`config.mk`:
```
export PLATFORM = sky130hd
export DESIGN_NAME = div_issue_ctrl
export DESIGN_NICKNAME = d
export VERILOG_FILES = /design/src/rtl/div_issue_ctrl.sv
export SDC_FILE = /design/constraint.sdc
export NUM_CORES = 1
export LEC_CHECK = 0
export CAP_MARGIN = 20
export CORE_AREA = 2 2 131 133
export CTS_BUF_LIST = sky130_fd_sc_hd__clkbuf_16
export DETAILED_ROUTE_END_ITERATION = 12
export DIE_AREA = 0 0 133 135
export PLACE_DENSITY_LB_ADDON = 0.3
export SLEW_MARGIN = 20
export SYNTH_ARGS = -nofsm -noshare
export SYNTH_HDL_FRONTEND = slang
export SYNTH_SLANG_ARGS = --single-unit
```
`constraint.sdc`:
```
create_clock -name clk -period 2 [get_ports clk]
set_input_delay 0.4 -clock clk [delete_from_list [all_inputs] [get_ports clk]]
set_output_delay 0.4 -clock clk [all_outputs]
set_load 0.02 [all_outputs]
```
`src/rtl/div_issue_ctrl.sv`:
```
// rtl/div_issue_ctrl.sv - EX-stage issue/cancel/drain controller for the multi-cycle divider
module div_issue_ctrl #(
    parameter int DRAIN_CYCLES = 2
) (
    input  logic        clk,
    input  logic        rst_n,
    input  logic        ex_div_valid,
    input  logic        ex_is_signed,
    input  logic [31:0] ex_op1,
    input  logic [31:0] ex_op2,
    input  logic        flush,
    input  logic        div_ready,
    input  logic [63:0] div_result,
    output logic        div_start,
    output logic        div_cancel,
    output logic        div_is_signed,
    output logic [31:0] div_op1,
    output logic [31:0] div_op2,
    output logic        stall_req,
    output logic        hilo_we,
    output logic [31:0] hi_wdata,
    output logic [31:0] lo_wdata
);

    localparam int CW = (DRAIN_CYCLES > 1) ? $clog2(DRAIN_CYCLES) : 1;

    typedef enum logic [1:0] {
        IDLE  = 2'd0,
        BUSY  = 2'd1,
        DONE  = 2'd2,
        DRAIN = 2'd3
    } state_t;

    state_t        state;
    logic [CW-1:0] drain_cnt;

    always_ff @(posedge clk or negedge rst_n) begin
        if (!rst_n) begin
            state         <= IDLE;
            drain_cnt     <= '0;
            div_start     <= 1'b0;
            div_cancel    <= 1'b0;
            div_is_signed <= 1'b0;
            div_op1       <= '0;
            div_op2       <= '0;
            hilo_we       <= 1'b0;
            hi_wdata      <= '0;
            lo_wdata      <= '0;
        end else begin
            case (state)
                IDLE: begin
                    if (ex_div_valid && !flush) begin
                        div_op1       <= ex_op1;
                        div_op2       <= ex_op2;
                        div_is_signed <= ex_is_signed;
                        div_start     <= 1'b1;
                        state         <= BUSY;
                    end
                end
                BUSY: begin
                    // Operands stay frozen here: the divider re-reads them for sign fixup.
                    if (flush) begin
                        div_start  <= 1'b0;
                        div_cancel <= 1'b1;
                        drain_cnt  <= '0;
                        state      <= DRAIN;
                    end else if (div_ready) begin
                        hi_wdata  <= div_result[63:32];
                        lo_wdata  <= div_result[31:0];
                        hilo_we   <= 1'b1;
                        div_start <= 1'b0;
                        state     <= DONE;
                    end
                end
                DONE: begin
                    hilo_we <= 1'b0;
                    state   <= IDLE;
                end
                DRAIN: begin
                    // Hold cancel long enough for the divider to reach its free state.
                    if (drain_cnt == CW'(DRAIN_CYCLES - 1)) begin
                        div_cancel <= 1'b0;
                        state      <= IDLE;
                    end else begin
                        drain_cnt <= drain_cnt + CW'(1);
                    end
                end
                default: state <= IDLE;
            endcase
        end
    end

    assign stall_req = !flush && (((state == IDLE) && ex_div_valid) ||
                                  (state == BUSY) ||
                                  ((state == DRAIN) && ex_div_valid));

endmodule

```
==> impl_metrics.csv <==
group,metric,value,unit
run_status,status,"finished, final reports clean",
worst_setup_path,critPathBufInv,1,
routing,first_pass_iters,6,
cts,tritoncts,"yes",
cts,cts_htree_levels,4,
worst_setup_path,critPathCaptureType,"output pin",
timing,max_slew.worst_pin.slew,0.436,ns
timing,skew,0.00577,ns
final_layout,syn2layout_area_growth,68.9,%
cts,cts_made_buffers,17,
power_and_ir_drop,leakage,3.65,nW
logic_synthesis,synth_warnings,0,
timing,hold_violations,0,
placed_design,dp_hpwl,9500,µm
die,dieArea,18000,µm²
die,ios,267,
worst_setup_path,cpPeakStageDelay,0.64,ns
placed_design,place_congestion,0.759,
die,die_y,135,µm
cts,cts_root_buf,"clkbuf_16",
logic_synthesis,syn_inst,301,
worst_setup_path,crit_fanout,3,
placed_design,preCtsSetupSlack,-0.179,ns
logic_synthesis,synth_top_area_share,65.2,%
cts,clkSinkCount,135,
die,die_w,133,µm
final_layout,fin_cells,815,
timing,holdWs,0.484,ns
timing,fmax,549,MHz
power_and_ir_drop,vdd_drop_max,0.748,mV
power_and_ir_drop,pwr_density_cell,1690,nW/µm²
cts,clock_latency,0.41,ns
final_layout,nets,717,
global_route,gr-total-overflow,0,
final_layout,drive_above_1_share,21.3,%
logic_synthesis,syn_nets,435,
hold_path,worstHoldPathType,"reg -> reg",
die,start_util,31.6,%
logic_synthesis,yosysUniqueCellTypes,18,
logic_synthesis,synth_top_area_cell,"dfrtp_1",
routing,drc,0,
routing,antenna_left,0,
worst_setup_path,critical-path-top-delay-family,"buffers and inverters",
global_route,grt_start_max_net_pins,49,
worst_setup_path,r2r_slack,0.35,ns
cts,cts_buffer_depth,2,
global_route,grt_use_total,14.9,%
timing,fin_crit,1.82,ns
timing,finalCritPeriodShare,91.0,%
routing,vias,3553,
global_route,grt_pass1_vias,3910,
cts,clk_pin_slew,0.05,ns
routing,post_drt_wl_per_cell,15.9,µm
worst_setup_path,crit_path_start_kind,"flop",
final_layout,antennaDiodeCount,0,
timing,drv_slew,0,
worst_setup_path,worstPathRequired,1.60,ns
logic_synthesis,synth-seq-cells,135,
worst_setup_path,worst_path_max_delay_cell,"clkdlybuf4s50_1",
die,coreArea,16400,µm²
logic_synthesis,ys_seq_area_share,65.2,%
timing,fin_setup_tns,0,ns
power_and_ir_drop,p_total,14.8,mW
routing,vias_per_cell,4.36,
cts,post-cts-setup-buffers,0,
global_route,antenna_found_initial,0,
logic_synthesis,syn_avg_cell_area,17.2,µm²
timing,finalSetupViolations,0,
die,rows,47,
worst_setup_path,worstPathCellList,"clkdlybuf4s50_1",
global_route,grt_pass1_wl,20800,µm
placed_design,io_buffers,266,
timing,worst_slack,0.180,ns
logic_synthesis,ys_top_cells_by_area,"dfrtp_1 65%, mux2_2 13%, mux2_1 10%, mux2_4 5.8%, buf_6 2.0%",
placed_design,placedCellCount,783,
routing,drt_wl_total,13000,µm
timing,slew_headroom,70.9,%
worst_setup_path,critPathKind,"reg -> out",
worst_setup_path,cp.arrival,1.42,ns
flow_run,drv_cap,0,
routing,drtIter0Drc,108,
logic_synthesis,synth_area,5180,µm²
timing,rsz0062_at_grt,"false",
-- power by group --
group / internal, mW / switching (mW) / total [mW]
combinational: 3.70 / 3.04 / 6.74
sequential: 4.12 / 0.742 / 4.86
clock: 2.07 / 1.16 / 3.22
total: 9.89 / 4.93 / 14.8
-- per-stage QoR --
| stage | util, % | cell area, µm² |
|---|---|---|
| CTS | 53.4 | 8750 |
| global placement | 49.6 | 8130 |
| finish | 53.3 | 8750 |
| floorplan | - | 5180 |
| global route | 53.3 | 8750 |
| detailed placement | 49.6 | 8130 |
-- cell usage after synthesis --
cell      count
buf_6         9
and2_1        1
nor3b_2       1
a21oi_1       3
a22o_1        1
nor2_1        1
o21bai_1      1
mux2_2       62
mux2_4       20
nor4b_4       1
dfrtp_1     135
nand2_1       5
nand2b_1      3
buf_2         5
buf_4         1
inv_1         1
mux2_1       47
o21ai_0       4
-- layout make-up --
type | count | area (µm²)
well taps | 220 | 275
clock buffers | 17 | 425
flip-flops and latches | 135 | 3380
repair buffers | 278 | 2810
clock inverters | 14 | 185
fillers | 1307 | 7660
inverters | 1 | 3.75
multi-input cells | 150 | 1670
-- sequential cells by signal, summed over array words and instances, names as in the netlist, 2 cells and up --
signal and cells:
lo_wdata 32, div_op2 32, div_op1 32, state 2
hi_wdata 32
-- logic make-up (layout without fill, tap and decap cells) --
logic type | Yosys count | after routing | share of synthesized area [%]
muxes | 129 | 129 | 29.5
buffers and inverters | 16 | 310 | 2.66
and+or+nand+nor | 12 | 12 | 1.62
AOI/OAI and AO/OA | 9 | 9 | 0.991
DFF | 135 | 135 | 65.2
-- timing repair --
item / in CTS / in global routing
resized for setup: 3 / 1
hold buffers: 1 / 0
hold endpoints to repair: 42 / 0
endpoints found under the setup margin: 1 / 1
-- layout by cell type, fill, tap and decap left out, drive strengths merged, types with 4 or more instances in the layout --
cell type        n
clkinv           4
buf             12
clkbuf          18
clkdlybuf4s50  264
inv              4
mux2           129
dfrtp          135
nand2            5
o21ai            4
bufinv           4
-- final timing paths --
kind | to | from | cells past startpoint
min reg2reg | div_op2[1]$_DFFE_PN0P_ | div_op2[1]$_DFFE_PN0P_ | 1
max in group asynchronous | div_op2[31]$_DFFE_PN0P_ | rst_n | 3
max reg2reg | div_op2[16]$_DFFE_PN0P_ | state[0]$_DFFE_PN0P_ | 3
min in group asynchronous | hi_wdata[16]$_DFFE_PN0P_ | rst_n | 2
max | div_cancel | div_cancel$_DFFE_PN0P_ | 1
min | div_op2[1]$_DFFE_PN0P_ | div_op2[1]$_DFFE_PN0P_ | 1
-- per-layer routing --
layer | GRT usage [%] | part of all wire [%]
met3 | 6.34 | 9.9
met5 | 0 | 0
met1 | 17.2 | 39
met2 | 24.5 | 49
met4 | 6.33 | 1.5
No activity file was read; power rests on OpenSTA's default activity.
